--- src/rtl/cpu_types_pkg.sv ---
// Shared types for the Decode/Execute boundary.
//   word_t, regbits_t : data/PC word and register-index types
//   aluop_t           : ALU operation select
//   regdst_t, memtoreg_t, alusrc_t : control select encodings
//   idex_ctrl_t       : control bundle carried through ID/EX
//   IDEX_BUBBLE       : control value of an inserted bubble
package cpu_types_pkg;

    localparam int REG_W  = 5;
    localparam int WORD_W = 32;

    typedef logic [WORD_W-1:0] word_t;
    typedef logic [REG_W-1:0]  regbits_t;

    typedef enum logic [3:0] {
        ALU_SLL  = 4'h0,
        ALU_SRL  = 4'h1,
        ALU_ADD  = 4'h2,
        ALU_SUB  = 4'h3,
        ALU_AND  = 4'h4,
        ALU_OR   = 4'h5,
        ALU_XOR  = 4'h6,
        ALU_NOR  = 4'h7,
        ALU_SLT  = 4'h8,
        ALU_SLTU = 4'h9
    } aluop_t;

    typedef enum logic [1:0] {
        REGDST_RD = 2'd0,
        REGDST_RT = 2'd1,
        REGDST_RA = 2'd2
    } regdst_t;

    typedef enum logic [1:0] {
        MTR_ALU = 2'd0,
        MTR_MEM = 2'd1,
        MTR_PC  = 2'd2,
        MTR_LUI = 2'd3
    } memtoreg_t;

    typedef enum logic [1:0] {
        ALUSRC_REG   = 2'd0,
        ALUSRC_IMM   = 2'd1,
        ALUSRC_SHAMT = 2'd2
    } alusrc_t;

    typedef struct packed {
        logic      valid;
        logic      RegWr;
        logic      MemRead;
        logic      MemWrite;
        logic      branch;
        logic      jump;
        logic      halt;
        regdst_t   RegDst;
        memtoreg_t MemToReg;
        alusrc_t   ALUSrc;
        aluop_t    ALUOp;
    } idex_ctrl_t;

    localparam idex_ctrl_t IDEX_BUBBLE = '{
        valid:    1'b0,
        RegWr:    1'b0,
        MemRead:  1'b0,
        MemWrite: 1'b0,
        branch:   1'b0,
        jump:     1'b0,
        halt:     1'b0,
        RegDst:   REGDST_RD,
        MemToReg: MTR_ALU,
        ALUSrc:   ALUSRC_REG,
        ALUOp:    ALU_SLL
    };

endpackage

--- src/rtl/load_use_detect.sv ---
// Combinational load-use hazard compare.
//   ex_valid, ex_MemRead, ex_RegDst, ex_rt, ex_rd : instruction in EX
//   id_valid, id_rs, id_rt, id_uses_rt            : instruction in decode
//   load_use : high when decode reads the register the EX load writes
module load_use_detect
    import cpu_types_pkg::*;
#(
    parameter int REGW = REG_W
) (
    input  logic            ex_valid,
    input  logic            ex_MemRead,
    input  regdst_t         ex_RegDst,
    input  logic [REGW-1:0] ex_rt,
    input  logic [REGW-1:0] ex_rd,
    input  logic            id_valid,
    input  logic [REGW-1:0] id_rs,
    input  logic [REGW-1:0] id_rt,
    input  logic            id_uses_rt,
    output logic            load_use
);

    logic [REGW-1:0] ex_dest;

    // The unused select encoding writes no register, so it never stalls.
    always_comb begin
        ex_dest = '0;
        case (ex_RegDst)
            REGDST_RD: ex_dest = ex_rd;
            REGDST_RT: ex_dest = ex_rt;
            REGDST_RA: ex_dest = REGW'(31);
            default:   ex_dest = '0;
        endcase
    end

    // $0 is hardwired, so a load "to" it creates no dependency.
    assign load_use = ex_valid && ex_MemRead && id_valid && (ex_dest != '0) &&
                      ((id_rs == ex_dest) || (id_uses_rt && (id_rt == ex_dest)));

endmodule

--- src/rtl/id_ex_latch.sv ---
// ID/EX pipeline register with load-use bubble insertion.
//   CLK, nRST       : clock, async active-low reset
//   en, flush       : advance enable, squash (flush wins over everything)
//   id_*            : decoded instruction fields
//   ex_*, ex_valid  : registered copies presented to Execute
//   load_use        : zero-latency hazard flag, holds PC and IF/ID
module id_ex_latch
    import cpu_types_pkg::*;
#(
    parameter int REGW  = REG_W,
    parameter int WORDW = WORD_W
) (
    input  logic             CLK,
    input  logic             nRST,
    input  logic             en,
    input  logic             flush,
    input  logic             id_valid,
    input  logic [WORDW-1:0] id_pc,
    input  logic [WORDW-1:0] id_rdat1,
    input  logic [WORDW-1:0] id_rdat2,
    input  logic [WORDW-1:0] id_imm,
    input  logic [REGW-1:0]  id_rs,
    input  logic [REGW-1:0]  id_rt,
    input  logic [REGW-1:0]  id_rd,
    input  logic             id_uses_rt,
    input  logic [1:0]       id_RegDst,
    input  logic             id_RegWr,
    input  logic             id_MemRead,
    input  logic             id_MemWrite,
    input  logic             id_branch,
    input  logic             id_jump,
    input  logic             id_halt,
    input  logic [1:0]       id_MemToReg,
    input  logic [1:0]       id_ALUSrc,
    input  logic [3:0]       id_ALUOp,
    output logic             ex_valid,
    output logic [WORDW-1:0] ex_pc,
    output logic [WORDW-1:0] ex_rdat1,
    output logic [WORDW-1:0] ex_rdat2,
    output logic [WORDW-1:0] ex_imm,
    output logic [REGW-1:0]  ex_rs,
    output logic [REGW-1:0]  ex_rt,
    output logic [REGW-1:0]  ex_rd,
    output logic             ex_uses_rt,
    output logic [1:0]       ex_RegDst,
    output logic             ex_RegWr,
    output logic             ex_MemRead,
    output logic             ex_MemWrite,
    output logic             ex_branch,
    output logic             ex_jump,
    output logic             ex_halt,
    output logic [1:0]       ex_MemToReg,
    output logic [1:0]       ex_ALUSrc,
    output logic [3:0]       ex_ALUOp,
    output logic             load_use
);

    idex_ctrl_t       ctrl_q;
    idex_ctrl_t       ctrl_d;
    logic [WORDW-1:0] pc_q, rdat1_q, rdat2_q, imm_q;
    logic [REGW-1:0]  rs_q, rt_q, rd_q;
    logic             uses_rt_q;
    logic             bubble;

    load_use_detect #(.REGW(REGW)) u_load_use_detect (
        .ex_valid   (ctrl_q.valid),
        .ex_MemRead (ctrl_q.MemRead),
        .ex_RegDst  (ctrl_q.RegDst),
        .ex_rt      (rt_q),
        .ex_rd      (rd_q),
        .id_valid   (id_valid),
        .id_rs      (id_rs),
        .id_rt      (id_rt),
        .id_uses_rt (id_uses_rt),
        .load_use   (load_use)
    );

    always_comb begin
        ctrl_d          = IDEX_BUBBLE;
        ctrl_d.valid    = id_valid;
        ctrl_d.RegWr    = id_RegWr;
        ctrl_d.MemRead  = id_MemRead;
        ctrl_d.MemWrite = id_MemWrite;
        ctrl_d.branch   = id_branch;
        ctrl_d.jump     = id_jump;
        ctrl_d.halt     = id_halt;
        ctrl_d.RegDst   = regdst_t'(id_RegDst);
        ctrl_d.MemToReg = memtoreg_t'(id_MemToReg);
        ctrl_d.ALUSrc   = alusrc_t'(id_ALUSrc);
        ctrl_d.ALUOp    = aluop_t'(id_ALUOp);
    end

    // A stalled pipeline (en=0) holds even under load_use; the bubble waits
    // for the first advancing edge. Flush squashes regardless of en.
    assign bubble = flush || (en && load_use);

    always_ff @(posedge CLK or negedge nRST) begin
        if (!nRST) begin
            ctrl_q    <= IDEX_BUBBLE;
            pc_q      <= '0;
            rdat1_q   <= '0;
            rdat2_q   <= '0;
            imm_q     <= '0;
            rs_q      <= '0;
            rt_q      <= '0;
            rd_q      <= '0;
            uses_rt_q <= 1'b0;
        end else if (bubble) begin
            ctrl_q    <= IDEX_BUBBLE;
            pc_q      <= '0;
            rdat1_q   <= '0;
            rdat2_q   <= '0;
            imm_q     <= '0;
            rs_q      <= '0;
            rt_q      <= '0;
            rd_q      <= '0;
            uses_rt_q <= 1'b0;
        end else if (en) begin
            ctrl_q    <= ctrl_d;
            pc_q      <= id_pc;
            rdat1_q   <= id_rdat1;
            rdat2_q   <= id_rdat2;
            imm_q     <= id_imm;
            rs_q      <= id_rs;
            rt_q      <= id_rt;
            rd_q      <= id_rd;
            uses_rt_q <= id_uses_rt;
        end
    end

    assign ex_valid    = ctrl_q.valid;
    assign ex_RegWr    = ctrl_q.RegWr;
    assign ex_MemRead  = ctrl_q.MemRead;
    assign ex_MemWrite = ctrl_q.MemWrite;
    assign ex_branch   = ctrl_q.branch;
    assign ex_jump     = ctrl_q.jump;
    assign ex_halt     = ctrl_q.halt;
    assign ex_RegDst   = ctrl_q.RegDst;
    assign ex_MemToReg = ctrl_q.MemToReg;
    assign ex_ALUSrc   = ctrl_q.ALUSrc;
    assign ex_ALUOp    = ctrl_q.ALUOp;
    assign ex_pc       = pc_q;
    assign ex_rdat1    = rdat1_q;
    assign ex_rdat2    = rdat2_q;
    assign ex_imm      = imm_q;
    assign ex_rs       = rs_q;
    assign ex_rt       = rt_q;
    assign ex_rd       = rd_q;
    assign ex_uses_rt  = uses_rt_q;

endmodule

--- config.mk ---
export PLATFORM = sky130hd
export DESIGN_NAME = id_ex_latch
export DESIGN_NICKNAME = d
export VERILOG_FILES = /design/src/rtl/cpu_types_pkg.sv /design/src/rtl/load_use_detect.sv /design/src/rtl/id_ex_latch.sv
export SDC_FILE = /design/constraint.sdc
export NUM_CORES = 1
export LEC_CHECK = 0
export ABC_AREA = 1
export BUFFER_PORTS_ARGS = -buffer_cell sky130_fd_sc_hd__buf_2
export CORE_AREA = 2 2 125 127
export CTS_CLUSTER_DIAMETER = 200
export DETAILED_ROUTE_END_ITERATION = 6
export DIE_AREA = 0 0 127 129
export PLACE_DENSITY_LB_ADDON = 0.1
export SYNTH_ARGS = -nofsm -noshare
export SYNTH_HDL_FRONTEND = slang
export SYNTH_SLANG_ARGS = --single-unit
--- constraint.sdc ---
create_clock -name CLK -period 1.85 [get_ports CLK]
set_input_delay 0.0925 -clock CLK [delete_from_list [all_inputs] [get_ports CLK]]
set_output_delay 0.0925 -clock CLK [all_outputs]
set_load 0.05 [all_outputs]
Word level (Yosys, flattened, before mapping)
Cells that the tools add are included.

word-level totals
  bits in registers = 161
  output and inout bits = 162

cells by class
  equal/unequal tests = 4
  mux-type cells = 19
  reductions and logical operators = 11

operators with widths
  kind                                                  number
  two-way mux 32 bit                                    8
  two-way mux 17 bit                                    2
  two-way mux 5 bit                                     6
  one-hot mux 5 bit (3 select lines)                    1
  equality test 5 bit                                   2
  logical AND 1 bit                                     6
  nonzero test 5 bit                                    1
  equality test 2 x 1 -> 1 bit (second input constant)  1
  equality test 2 bit (second input constant)           1
  zero test 2 bit                                       1
  logical OR 1 bit                                      2
  two-way mux 1 bit                                     2
  nonzero test 2 bit                                    1

Longest topological paths before layout
  depth after elaboration = 9
  gate-level depth with buffers = 14

By module
Synthesis repeated with hierarchy kept, for this count alone.

unflattened totals
  cells, all modules = 772
  area, all modules = 6,741.5 µm²

by module, submodules not included
  module           instances  cells an instance  area an instance (µm²)  sequential area each (µm²)
  id_ex_latch      1          700                6,418.7                 4,028.9
  load_use_detect  1          72                 322.8                   0.0

Least setup slack after synthesis
OpenSTA, ideal clock, no wires.

  path type = register to output
  from = register ctrl_q (netlist bit ex_RegDst[0])
  to = output port load_use
  arrival time = 2,021 ps
  data required time = 1,757 ps
  path slack = -264 ps
  cell stages (with the launch flop) = 11
  buffers on the path = 2
  path through = dfrtp_1 nor2_4 nand2_1 nand2_2 xor2_1 nand3_1 nand2_2 nand2_4 buf_6 buf_6 inv_1

on the way
  word-level cells in the longest chain between the ends = 6
  elaborated cells on any way between the ends = 11
  those cells by class = 4 x eq/ne; 1 x mux; 6 x reduce/logical

ends and longest elaborated chain
  item                                               RTL line               RTL
  start: declaration                                 id_ex_latch.sv:58      idex_ctrl_t ctrl_q;
  start signal: assignment                           id_ex_latch.sv:119     ctrl_q <= ctrl_d;
  equality test 2 bit, or another cell as far along  load_use_detect.sv:27  case (ex_RegDst)
  one-hot mux 5 bit (3 select lines) (*)             load_use_detect.sv:27
  equality test 5 bit                                load_use_detect.sv:37  ((id_rs == ex_dest) || (id_uses_rt && (id_rt == ex_dest)));
  logical AND 1 bit                                  load_use_detect.sv:37
  logical OR 1 bit                                   load_use_detect.sv:37
  logical AND 1 bit (*)                              load_use_detect.sv:36  assign load_use = ex_valid && ex_MemRead && id_valid && (ex_dest != '0) &&
  end: declaration                                   id_ex_latch.sv:55      output logic load_use

Every way passes the cells marked *; elsewhere a longest branch is shown, timed or not.

Worst setup path in the final report
Ends and elaborated chain as after synthesis.

==> impl_metrics.env <==
export IMPL_maxCapViolations=0
export IMPL_layout_cells_non_filler=1471
export IMPL_path_clk_slew_ps=60
export IMPL_die_w_um=127
export IMPL_synth_fp_nets=954
export IMPL_final_util_pct=75.77
export IMPL_die_h_um=129
export IMPL_drc=0
export IMPL_whs_ps=83.57
export IMPL_status="complete, but fails checks"
export IMPL_core_mm2=0.01498
export IMPL_antenna_left=0
export IMPL_layout_commonest_cell="nand2_1"
export IMPL_seq_area_frac_synth_pct=57.89
export IMPL_gr_total_overflow=0
export IMPL_wl_met3_um=1933
export IMPL_initial_utilization_pct=46.47
export IMPL_worstSkewPairLatency_ps=420
export IMPL_cp_end_kind="primary output"
export IMPL_timing_final_max_slew_violations=0
export IMPL_violations="negative setup slack"
export IMPL_dp_cells=1268
export IMPL_arrival_ps=2030
export IMPL_top_layer="met4"
export IMPL_irDropWorstVdd_mv=0.6043
export IMPL_synthesis_area_mm2=0.006959
export IMPL_wl_per_cell_um=16.80
export IMPL_ys_seq_elements=161
export IMPL_crit_type="reg -> out"
export IMPL_critPathRequiredTime_ps=1760
export IMPL_start_kind="flip-flop"
export IMPL_slowest_delay_ps=450
export IMPL_vias_per_cell=5.259
export IMPL_ys_warn_count=0
export IMPL_min_period_over_period_pct=114.8
export IMPL_grt_max_degree=62
export IMPL_skew_ps=8.849
export IMPL_vias=7736
export IMPL_setup_violations=151
export IMPL_cp_top_family="simple AND/OR/NAND/NOR gates"
export IMPL_cp_max_fo=5
export IMPL_grt_pass1_wl_um=38180
export IMPL_crit_path_frequent_cell="nand2_1"
export IMPL_r2r_slack_ps=-230
export IMPL_grt_setup_unrepaired="yes"
export IMPL_drtPass1Iterations=5
export IMPL_syn2layout_area_growth_pct=63.07
export IMPL_routed_wl_um=24710
export IMPL_drt_iter0_markers=665
export IMPL_worst_slack_ps=-273.2
export IMPL_period_minus_slack_ps=2123
export IMPL_power_density_mw_per_mm2=839.3
export IMPL_max_freq_ghz=0.4710
export IMPL_num_nets_final=1436
export IMPL_mostFrequentLayoutCells="nand2_1 (350), buf_2 (323), dlygate4sd3_1 (163), nand4_1 (158), dfrtp_1 (156)"
export IMPL_grt_pass1_vias=7641
export IMPL_io_buffers=326
export IMPL_timing_final_hold_violations=0
export IMPL_die_area_mm2=0.01638
export IMPL_dr_wl_met2_um=11890
export IMPL_ios=327
export IMPL_ctsLongestPathBuffers=2
export IMPL_num_rows=45
export IMPL_syn_area_per_cell_um2=8.820
export IMPL_drive_gt1_share_pct=32.53
export IMPL_max_slew_margin_pct=56.08
export IMPL_leakagePower_nw=6.435
export IMPL_clock_sinks=161
export IMPL_holdCritPathClass="in -> reg"
export IMPL_worst_pin_slew_ps=658.8
export IMPL_clockRootBuffer="clkbuf_16"
export IMPL_track_usage_pct=29.36
export IMPL_ys_types=20
export IMPL_path_cells="buf_4, nand2_1, nand2_2, nand2_1, nand2_1, nor2_1, nand3_1, nand2_2, nand2_4, buf_12, clkinvlp_4, buf_8"
export IMPL_worst_path_buf_inv=4
export IMPL_cp_slowest_cell="dfrtp_2"
export IMPL_numCtsBuffers=17
export IMPL_met1Wirelength_um=9984
export IMPL_cts_tree="yes"
export IMPL_antenna_found_initial=1
export IMPL_fillers=993
export IMPL_dp_hpwl_um=14500
export IMPL_cts_max_level=4
export IMPL_routabilityCongestion=0.9143
export IMPL_syn_inst=789
-- path summary, 6_finish.rpt --
| check | start | end | cells past startpoint |
|---|---|---|---|
| max | ex_RegDst[0] | load_use | 12 |
| min | flush | ex_rs[4] | 4 |
| max reg2reg | ex_RegDst[1] | ex_imm[3] | 13 |
| min reg2reg | ex_ALUSrc[0] | ex_ALUSrc[0] | 2 |
| max in group asynchronous | nRST | ex_rdat1[4] | 3 |
| min in group asynchronous | nRST | ex_pc[21] | 2 |
-- worst register-to-register path: cells and delay by family (launching register included) --
family	cells	cell delay (ps)
flip-flops	1	430
buffers and inverters	2	570
AND/OR/NAND/NOR	11	1010
-- synthesized netlist by cell type --
cell,n,area [µm²]
nor2_1,11,41.29
nand2_2,6,37.54
mux2i_1,1,10.01
nand3b_1,5,37.54
nand3_1,8,40.04
buf_1,14,52.55
nand2_4,1,11.26
nand2_1,353,1325
buf_2,4,20.02
buf_6,13,146.4
xor2_1,1,8.760
dfrtp_1,161,4029
inv_1,9,33.78
clkinv_1,1,3.750
inv_2,1,3.750
nor2_2,1,6.260
clkbuf_1,38,142.6
nand4_1,158,988.5
o21ai_0,2,10.01
nor2_4,1,11.26
-- metrics by stage --
step	power, mW	cell area (µm²)	setup TNS [ps]	setup slack, ps
floorplan	4.993	6969	0	0.1009
global placement	5.619	8921	-170.6	-21.02
detailed placement	5.624	8921	-112.6	-15.29
CTS	9.558	11200	-20220	-271.7
global route	9.900	11350	-42640	-447.1
finish	9.525	11350	-14950	-273.2
-- layer usage --
layer	GRT usage, %	up-vias
met2	48.55	410
met4	14.09	0
met1	36.71	3622
met3	6.902	74
li1	-	3630
met5	0	-
-- power by group --
group | switching, mW | internal [mW] | leakage, nW
clock network | 1.37 | 2.28 | 0.300
registers | 0.117 | 3.72 | 2.13
logic | 1.36 | 0.676 | 4.00
total | 2.85 | 6.68 | 6.43
-- what timing repair did --
action,4_1_cts,5_1_grt
cloned,1,4
setup endpoints to repair,79,162
hold endpoints to repair,208,0
buffers inserted,2,3
resized for setup,5,9
hold buffers,163,0
pin swaps,7,9
-- cell type report --
type | instances | area (µm²) | share of cell area, %
Clock inverter | 10 | 161.4 | 1.422
Tap cell | 188 | 235.2 | 2.073
Sequential cell | 161 | 4035 | 35.56
Clock buffer | 20 | 446.7 | 3.936
Antenna cell | 1 | 2.502 | 0.02205
Multi-Input combinational cell | 548 | 2540 | 22.38
Timing Repair Buffer | 532 | 3880 | 34.19
Inverter | 11 | 47.55 | 0.4190
-- flip-flops by register name, summed over array words and instances, names as in the netlist, 4 cells and up --
name	count
ex_rdat1	32
ex_rd	5
ex_rs	5
ex_pc	32
ex_rt	5
ex_ALUOp	4
ex_imm	32
ex_rdat2	32
-- logic make-up (layout without fill, tap and decap cells) --
group | after synthesis | after routing | share of synthesized area (%)
other cells | 0 | 1 | 0
flops | 161 | 161 | 57.89
simple gates | 544 | 544 | 35.90
xor+xnor | 1 | 1 | 0.1259
buf+inv | 80 | 573 | 5.789
mux | 1 | 1 | 0.1438
compound gates | 2 | 2 | 0.1438
Note: power is estimated with default switching activity, not from simulation.
